--- src/rtl/bcd_entry_pkg.sv ---
// Shared key codes, FSM state type and BCD helper for the keypad angle-entry path.
package bcd_entry_pkg;

    localparam logic [3:0] KEY_BKSP = 4'hA;
    localparam logic [3:0] KEY_CLR  = 4'hB;
    localparam logic [3:0] KEY_ENT  = 4'hC;

    typedef enum logic [1:0] {
        S_EMPTY,
        S_ENTRY,
        S_FULL,
        S_ERROR
    } entry_state_t;

    typedef struct packed {
        logic [3:0] h;
        logic [3:0] t;
        logic [3:0] u;
    } bcd3_t;

    function automatic bcd3_t to_bcd3(input int unsigned value);
        bcd3_t r;
        r.h = 4'((value / 100) % 10);
        r.t = 4'((value / 10) % 10);
        r.u = 4'(value % 10);
        return r;
    endfunction

endpackage

--- src/rtl/bcd_entry_ctrl_if.sv ---
// Keypad-side inputs and converter/display-side outputs of the BCD entry stage.
interface bcd_entry_ctrl_if;

    logic        i_key_valid;
    logic [3:0]  i_key_code;
    logic [3:0]  o_units;
    logic [3:0]  o_tens;
    logic [3:0]  o_hundreds;
    logic        o_load;
    logic [11:0] o_work_bcd;
    logic [1:0]  o_digit_count;
    logic        o_error;

    modport master (
        output i_key_valid, i_key_code,
        input  o_units, o_tens, o_hundreds, o_load, o_work_bcd, o_digit_count, o_error
    );

    modport slave (
        input  i_key_valid, i_key_code,
        output o_units, o_tens, o_hundreds, o_load, o_work_bcd, o_digit_count, o_error
    );

endinterface

--- src/rtl/bcd_entry_ctrl_key_edge_det.sv ---
// Rising-edge detector on the scanner key-present level: one accept strobe per press.
module key_edge_det (
    input  logic i_clk,
    input  logic i_rst,
    input  logic i_level,
    output logic o_strobe
);

    logic level_q;

    always_ff @(posedge i_clk) begin
        if (i_rst) level_q <= 1'b0;
        else       level_q <= i_level;
    end

    assign o_strobe = i_level & ~level_q;

endmodule

--- src/rtl/bcd_entry_ctrl.sv ---
// Keypad-to-BCD entry stage: three-digit working buffer, range-checked commit to the
// BCD-to-degrees converter, and a timed error flag for rejected entries.
module bcd_entry_ctrl
    import bcd_entry_pkg::*;
#(
    parameter int MAX_DEGREES     = 299,
    parameter int ERR_HOLD_CYCLES = 50_000_000
) (
    input logic             i_clk,
    input logic             i_rst,
    bcd_entry_ctrl_if.slave bus
);

    localparam bcd3_t MAX_BCD = to_bcd3(unsigned'(MAX_DEGREES));
    localparam int    TIMER_W = (ERR_HOLD_CYCLES > 1) ? $clog2(ERR_HOLD_CYCLES) : 1;
    localparam logic [TIMER_W-1:0] TIMER_LOAD = TIMER_W'(ERR_HOLD_CYCLES - 1);

    if (MAX_DEGREES < 0 || MAX_DEGREES > 299) begin : g_bad_max
        $error("bcd_entry_ctrl: MAX_DEGREES must be within 0..299");
    end
    if (ERR_HOLD_CYCLES < 1) begin : g_bad_hold
        $error("bcd_entry_ctrl: ERR_HOLD_CYCLES must be at least 1");
    end

    entry_state_t       state_q, state_d;
    bcd3_t              buf_q, buf_d;
    bcd3_t              commit_q;
    logic [1:0]         count_q, count_d;
    logic [TIMER_W-1:0] timer_q, timer_d;
    logic               error_q, error_d;
    logic               commit_pulse;
    logic               commit_dly_q;
    logic               load_q;
    logic               key_accept;
    logic [3:0]         key_code;
    logic               over_max;

    key_edge_det u_key_edge (
        .i_clk    (i_clk),
        .i_rst    (i_rst),
        .i_level  (bus.i_key_valid),
        .o_strobe (key_accept)
    );

    assign key_code = bus.i_key_code;

    // Digit-wise magnitude compare; buffer digits are always 0..9 so this equals a numeric compare.
    assign over_max = (buf_q.h > MAX_BCD.h) ||
                      ((buf_q.h == MAX_BCD.h) &&
                       ((buf_q.t > MAX_BCD.t) ||
                        ((buf_q.t == MAX_BCD.t) && (buf_q.u > MAX_BCD.u))));

    always_ff @(posedge i_clk) begin
        if (i_rst) begin
            state_q <= S_EMPTY;
            buf_q   <= '0;
            count_q <= '0;
            timer_q <= '0;
            error_q <= 1'b0;
        end else begin
            state_q <= state_d;
            buf_q   <= buf_d;
            count_q <= count_d;
            timer_q <= timer_d;
            error_q <= error_d;
        end
    end

    always_comb begin
        state_d      = state_q;
        buf_d        = buf_q;
        count_d      = count_q;
        timer_d      = timer_q;
        error_d      = error_q;
        commit_pulse = 1'b0;

        if (state_q == S_ERROR) begin
            if (key_accept && key_code == KEY_CLR) begin
                buf_d   = '0;
                count_d = '0;
                timer_d = '0;
                error_d = 1'b0;
                state_d = S_EMPTY;
            end else if (timer_q == '0) begin
                error_d = 1'b0;
                state_d = S_EMPTY;
            end else begin
                timer_d = timer_q - TIMER_W'(1);
            end
        end else if (key_accept) begin
            if (key_code <= 4'd9) begin
                if (state_q != S_FULL) begin
                    buf_d   = {buf_q.t, buf_q.u, key_code};
                    count_d = count_q + 2'd1;
                    state_d = (count_q == 2'd2) ? S_FULL : S_ENTRY;
                end
            end else if (key_code == KEY_BKSP) begin
                if (state_q != S_EMPTY) begin
                    buf_d   = {4'd0, buf_q.h, buf_q.t};
                    count_d = count_q - 2'd1;
                    state_d = (count_q == 2'd1) ? S_EMPTY : S_ENTRY;
                end
            end else if (key_code == KEY_CLR) begin
                buf_d   = '0;
                count_d = '0;
                state_d = S_EMPTY;
            end else if (key_code == KEY_ENT && state_q != S_EMPTY) begin
                buf_d   = '0;
                count_d = '0;
                if (over_max) begin
                    error_d = 1'b1;
                    timer_d = TIMER_LOAD;
                    state_d = S_ERROR;
                end else begin
                    commit_pulse = 1'b1;
                    state_d      = S_EMPTY;
                end
            end
        end
    end

    // o_load trails the commit register update by one cycle, hence the extra stage.
    always_ff @(posedge i_clk) begin
        if (i_rst) begin
            commit_q     <= '0;
            commit_dly_q <= 1'b0;
            load_q       <= 1'b0;
        end else begin
            if (commit_pulse) commit_q <= buf_q;
            commit_dly_q <= commit_pulse;
            load_q       <= commit_dly_q;
        end
    end

    assign bus.o_hundreds    = commit_q.h;
    assign bus.o_tens        = commit_q.t;
    assign bus.o_units       = commit_q.u;
    assign bus.o_load        = load_q;
    assign bus.o_work_bcd    = buf_q;
    assign bus.o_digit_count = count_q;
    assign bus.o_error       = error_q;

endmodule
--- src/flat_wrapper.sv ---
// flat-port wrapper written by rule: the top's interface ports become plain ports
module bcd_entry_ctrl_flat import bcd_entry_pkg::*;
#(
    parameter int MAX_DEGREES     = 299,
    parameter int ERR_HOLD_CYCLES = 50_000_000
)
  (i_clk, i_rst, bus_i_key_valid, bus_i_key_code, bus_o_units, bus_o_tens, bus_o_hundreds, bus_o_load, bus_o_work_bcd, bus_o_digit_count, bus_o_error);
  bcd_entry_ctrl_if bus_i ();
  input logic i_clk;
  input logic i_rst;
  input wire logic [$bits(bus_i.i_key_valid)-1:0] bus_i_key_valid;
  input wire logic [$bits(bus_i.i_key_code)-1:0] bus_i_key_code;
  output wire logic [$bits(bus_i.o_units)-1:0] bus_o_units;
  output wire logic [$bits(bus_i.o_tens)-1:0] bus_o_tens;
  output wire logic [$bits(bus_i.o_hundreds)-1:0] bus_o_hundreds;
  output wire logic [$bits(bus_i.o_load)-1:0] bus_o_load;
  output wire logic [$bits(bus_i.o_work_bcd)-1:0] bus_o_work_bcd;
  output wire logic [$bits(bus_i.o_digit_count)-1:0] bus_o_digit_count;
  output wire logic [$bits(bus_i.o_error)-1:0] bus_o_error;
  assign bus_i.i_key_valid = bus_i_key_valid;
  assign bus_i.i_key_code = bus_i_key_code;
  assign bus_o_units = bus_i.o_units;
  assign bus_o_tens = bus_i.o_tens;
  assign bus_o_hundreds = bus_i.o_hundreds;
  assign bus_o_load = bus_i.o_load;
  assign bus_o_work_bcd = bus_i.o_work_bcd;
  assign bus_o_digit_count = bus_i.o_digit_count;
  assign bus_o_error = bus_i.o_error;
  bcd_entry_ctrl #(.MAX_DEGREES(MAX_DEGREES), .ERR_HOLD_CYCLES(ERR_HOLD_CYCLES)) u_core (.i_clk(i_clk), .i_rst(i_rst), .bus(bus_i));
endmodule
--- config.mk ---
export PLATFORM = sky130hd
export DESIGN_NAME = bcd_entry_ctrl_flat
export DESIGN_NICKNAME = d
export VERILOG_FILES = /design/src/rtl/bcd_entry_pkg.sv /design/src/rtl/bcd_entry_ctrl_if.sv /design/src/rtl/bcd_entry_ctrl_key_edge_det.sv /design/src/rtl/bcd_entry_ctrl.sv /design/src/flat_wrapper.sv
export SDC_FILE = /design/constraint.sdc
export NUM_CORES = 1
export LEC_CHECK = 0
export CAP_MARGIN = 40
export CORE_MARGIN = 2
export CORE_UTILIZATION = 50
export CTS_CLUSTER_DIAMETER = 30
export DETAILED_ROUTE_END_ITERATION = 7
export MAX_ROUTING_LAYER = met4
export PLACE_DENSITY_LB_ADDON = 0.08
export SLEW_MARGIN = 0
export SYNTH_ARGS = -nofsm -noshare
export SYNTH_HDL_FRONTEND = slang
export SYNTH_SLANG_ARGS = --single-unit
--- constraint.sdc ---
create_clock -name i_clk -period 2.7 [get_ports i_clk]
set_clock_uncertainty 0.15 [all_clocks]
set_input_delay 0.27 -clock i_clk [delete_from_list [all_inputs] [get_ports i_clk]]
set_output_delay 0.27 -clock i_clk [all_outputs]
set_load 0.02 [all_outputs]
==> run_summary.xml <==
<?xml version="1.0" encoding="UTF-8"?>
<metrics>
  <group name="clock_network">
    <metric name="cts_root_buf" unit="">sky130_fd_sc_hd__clkbuf_8</metric>
    <metric name="ctsHoldBuffers" unit="">0</metric>
    <metric name="clock_tree.buffer_depth" unit="">2</metric>
    <metric name="cts.clk_slew.worst_paths" unit="ns">0.07</metric>
    <metric name="tritoncts" unit="">built</metric>
    <metric name="clock_latency" unit="ns">0.35</metric>
    <metric name="clock_tree.htree_level_count" unit="">3</metric>
    <metric name="clock-sinks" unit="">58</metric>
    <metric name="numCtsBuffers" unit="">9</metric>
    <metric name="post-cts-setup-buffers" unit="">0</metric>
  </group>
  <group name="floorplanning">
    <metric name="core_area" unit="sq um">5886</metric>
    <metric name="die_width" unit="microns">81.95</metric>
    <metric name="die_h" unit="microns">81.95</metric>
    <metric name="floorplan.initialDensity" unit="%">51.62</metric>
    <metric name="die_outline_area" unit="sq um">6715</metric>
    <metric name="number_of_top_level_pins" unit="">35</metric>
    <metric name="num_rows" unit="">28</metric>
  </group>
  <group name="yosys">
    <metric name="postSynthRegisterBits" unit="">58</metric>
    <metric name="synthCells" unit="">351</metric>
    <metric name="synth_cell_area" unit="sq um">3038</metric>
    <metric name="synth-seq-area-share" unit="%">38.22</metric>
    <metric name="synth_area_leaders" unit="">sky130_fd_sc_hd__dfxtp_1 38%, sky130_fd_sc_hd__nor2_1 4.4%, sky130_fd_sc_hd__mux2i_1 4.3%, sky130_fd_sc_hd__nor3_1 4.0%, sky130_fd_sc_hd__a21oi_1 3.1%</metric>
    <metric name="yosysTopAreaCellShare" unit="%">38.22</metric>
    <metric name="synth_cell_type_count" unit="">60</metric>
    <metric name="synthesis.yosys.warnings" unit="">0</metric>
    <metric name="synth-main-ff-cell" unit="">sky130_fd_sc_hd__dfxtp_1</metric>
    <metric name="ys_top_cells_by_count" unit="">58 x sky130_fd_sc_hd__dfxtp_1, 36 x sky130_fd_sc_hd__nor2_1, 24 x sky130_fd_sc_hd__nor3_1</metric>
    <metric name="post_syn_area_per_cell" unit="sq um">8.655</metric>
    <metric name="async_reset_ff_share" unit="%">0</metric>
    <metric name="synthesized_net_count" unit="">361</metric>
    <metric name="synth_largest_area_cell" unit="">sky130_fd_sc_hd__dfxtp_1</metric>
    <metric name="yosysMostFrequentCell" unit="">sky130_fd_sc_hd__dfxtp_1</metric>
    <metric name="synth_enable_flop_cells" unit="">0</metric>
  </group>
  <group name="timing">
    <metric name="setup_viol" unit="">0</metric>
    <metric name="clock.fmax" unit="MHz">390.5</metric>
    <metric name="drv_slew" unit="">0</metric>
    <metric name="postLayoutSetupSlackWorst" unit="ns">0.1392</metric>
    <metric name="worst_relative_slew_slack" unit="%">58.64</metric>
    <metric name="timing.final.crit_period" unit="ns">2.561</metric>
    <metric name="final_min_period_over_clock_period" unit="%">94.84</metric>
    <metric name="unrepaired_setup_endpoints_after_global_routing" unit="">false</metric>
    <metric name="fin_setup_tns" unit="ns">0</metric>
    <metric name="timing_hold_violations_final" unit="">0</metric>
    <metric name="timing_worst_slew_pin_value" unit="ns">0.6204</metric>
  </group>
  <group name="global_route">
    <metric name="number_of_antenna_violations_at_the_first_check_in_global_routing" unit="">0</metric>
    <metric name="global_route.overflow_total" unit="">0</metric>
    <metric name="grt_max_degree" unit="">23</metric>
    <metric name="grt_usage" unit="%">27.10</metric>
    <metric name="first_global_vias" unit="">2774</metric>
    <metric name="first_pass_grt_wire_length" unit="mm">13.64</metric>
  </group>
  <group name="layout">
    <metric name="nets" unit="">412</metric>
    <metric name="fillCellCount" unit="">533</metric>
    <metric name="non_filler_instances" unit="">481</metric>
    <metric name="areaGrowthSynthToFinish" unit="%">25.58</metric>
    <metric name="final_layout_size_suffix_gt1_share" unit="%">15.52</metric>
    <metric name="area_occupied_by_multi_input_gates" unit="sq um">1752</metric>
    <metric name="antenna-diode-count" unit="">0</metric>
    <metric name="sequential_cell_area" unit="sq um">1161</metric>
  </group>
  <group name="critical_path">
    <metric name="worst-setup-path-type" unit="">reg2reg</metric>
    <metric name="nature_of_the_critical_path_startpoint" unit="">register</metric>
    <metric name="worst-endpoint-required" unit="ns">2.78</metric>
    <metric name="cp_data_arrival_time" unit="ns">2.64</metric>
    <metric name="worstPathMaxFanout" unit="">7</metric>
    <metric name="cp-end-kind" unit="">register</metric>
  </group>
  <group name="pwr">
    <metric name="p_seq_share" unit="%">48.6</metric>
    <metric name="pwr_density_cell" unit="nW/um^2">468.1</metric>
    <metric name="power.switching" unit="W">0.0004522</metric>
    <metric name="irDropWorstVdd" unit="V">0.0002977</metric>
    <metric name="pwr-share-comb" unit="%">6.6</metric>
    <metric name="leakage" unit="nW">1.466</metric>
    <metric name="swShare" unit="%">25.32</metric>
    <metric name="cell_internal_pwr" unit="W">0.001334</metric>
    <metric name="clock_power_share" unit="%">44.8</metric>
  </group>
  <group name="placement">
    <metric name="gp_routability_congestion" unit="">0.9806</metric>
    <metric name="pre_cts_slack" unit="ns">0.08608</metric>
    <metric name="hpwlAfterDp" unit="mm">5.943</metric>
    <metric name="cell_total_after_placement" unit="">466</metric>
    <metric name="port_buffers" unit="">34</metric>
  </group>
  <group name="outcome">
    <metric name="status" unit="">finished clean</metric>
  </group>
  <group name="hold_path">
    <metric name="hold_path.class" unit="">reg2reg</metric>
  </group>
  <group name="drt">
    <metric name="viasPerCell" unit="">6.195</metric>
    <metric name="drt-total-wl" unit="mm">8.264</metric>
    <metric name="drtIter0Drc" unit="">260</metric>
    <metric name="post-route-drc-count" unit="">0</metric>
    <metric name="antenna_violating_nets_post_route" unit="">0</metric>
    <metric name="detail_route.first_pass.iterations" unit="">4</metric>
    <metric name="overall_via_count_from_detail_route" unit="">2980</metric>
    <metric name="routedWlPerCell" unit="microns">17.18</metric>
  </group>
  <group name="job">
    <metric name="drv_cap" unit="">0</metric>
  </group>
</metrics>
per-stage QoR:
step / power, W / util [%] / hold slack (ns) / instance area [sq um]
final: 0.001786 / 64.82 / 0.2859 / 3815
after global placement: 0.001003 / 61.50 / 0.2773 / 3620
after global routing: 0.001847 / 64.82 / 0.3164 / 3815
after detailed placement: 0.001004 / 61.50 / 0.2718 / 3620
after CTS: 0.001799 / 64.77 / 0.2886 / 3812
after floorplan: 0.0009517 / - / 0.2482 / 3038
placed cells by master (no fill, tap or decap), types with 5 or more instances in the layout:
cell type	netlist	layout
sky130_fd_sc_hd__or3_1	6	6
sky130_fd_sc_hd__o2bb2ai_1	6	6
sky130_fd_sc_hd__nand4_1	5	5
sky130_fd_sc_hd__nand3_1	6	6
sky130_fd_sc_hd__nor4_1	9	9
sky130_fd_sc_hd__clkdlybuf4s50_1	0	34
sky130_fd_sc_hd__or4_1	5	5
sky130_fd_sc_hd__dfxtp_1	58	58
sky130_fd_sc_hd__a31oi_1	8	8
sky130_fd_sc_hd__a21oi_1	19	19
sky130_fd_sc_hd__nor2_1	36	36
sky130_fd_sc_hd__and3_1	5	5
sky130_fd_sc_hd__mux2i_1	13	13
sky130_fd_sc_hd__inv_1	10	10
sky130_fd_sc_hd__clkbuf_8	0	9
sky130_fd_sc_hd__buf_4	1	29
sky130_fd_sc_hd__nor2b_1	5	5
sky130_fd_sc_hd__nand2_1	17	17
sky130_fd_sc_hd__nor3_1	24	24
sky130_fd_sc_hd__a32o_1	7	7
sky130_fd_sc_hd__a22oi_1	5	5
sky130_fd_sc_hd__o21ai_0	13	13
cell families after synthesis:
kind of cell,Yosys count,share of synthesized area [%]
and+or+nand+nor,141,25.33
buffers and inverters,34,4.695
DFF,58,38.22
AOI/OAI and AO/OA,100,25.49
muxes,15,5.025
adders and majority gates,3,1.236
path summary, 6_finish.rpt:
kind | start | endpoint | slack, ns | cells past startpoint
max | u_core.timer_q[0] | u_core.timer_q[3] | 0.14 | 8
min | u_core.commit_dly_q | u_core.bus.o_load | 0.29 | 1
max reg2reg | u_core.timer_q[0] | u_core.timer_q[3] | 0.14 | 8
min reg2reg | u_core.commit_dly_q | u_core.bus.o_load | 0.29 | 1
sequential cells by signal, summed over array words and instances, names as in the netlist:
| register | flops |
|---|---|
| u_core.bus.o_units | 4 |
| u_core.bus.o_digit_count | 2 |
| u_core.timer_q | 26 |
| u_core.bus.o_tens | 4 |
| u_core.bus.o_work_bcd | 12 |
| u_core.commit_dly_q | 1 |
| u_core.u_key_edge.level_q | 1 |
| u_core.state_q | 2 |
| u_core.bus.o_error | 1 |
| u_core.bus.o_load | 1 |
| u_core.bus.o_hundreds | 4 |
final cells by class:
type / instances / area share, %
Clock inverter: 6 / 1.804
Tap cell: 75 / 2.460
Inverter: 10 / 0.9839
Multi-Input combinational cell: 259 / 45.92
Timing Repair Buffer: 64 / 15.15
Clock buffer: 9 / 3.247
Sequential cell: 58 / 30.44
routing by layer:
layer,track usage [%],vias to the layer above,wire (microns)
met2,42.36,89,3916
met5,-,-,0
met3,6.154,13,481
li1,-,1448,-
met4,6.833,0,112
met1,35.52,1430,3754
timing repair:
item	in CTS	in global routing
endpoints found under the hold margin	0	0
gates resized for setup	0	1
endpoints found under the setup margin	0	3
power by group through the flow:
stage	Sequential [W]	Combinational [W]	Clock (W)
global placement	0.000887	0.000116	0
global route	0.000868	0.000130	0.000849
finish	0.000868	0.000118	0.000800
detailed placement	0.000887	0.000117	0
floorplan	0.000890	0.0000620	0
CTS	0.000867	0.000118	0.000814
worst max-delay path, stage by stage, from the launching register on:
cell and delay, ns:
sky130_fd_sc_hd__dfxtp_1 0.33, sky130_fd_sc_hd__inv_1 0.07, sky130_fd_sc_hd__ha_1 0.19, sky130_fd_sc_hd__or3b_2 0.52, sky130_fd_sc_hd__nor4_4 0.35, sky130_fd_sc_hd__a31oi_4 0.18
sky130_fd_sc_hd__buf_4 0.20, sky130_fd_sc_hd__or3_1 0.35, sky130_fd_sc_hd__o311a_1 0.11
Note: power is estimated with default switching activity, not from simulation.
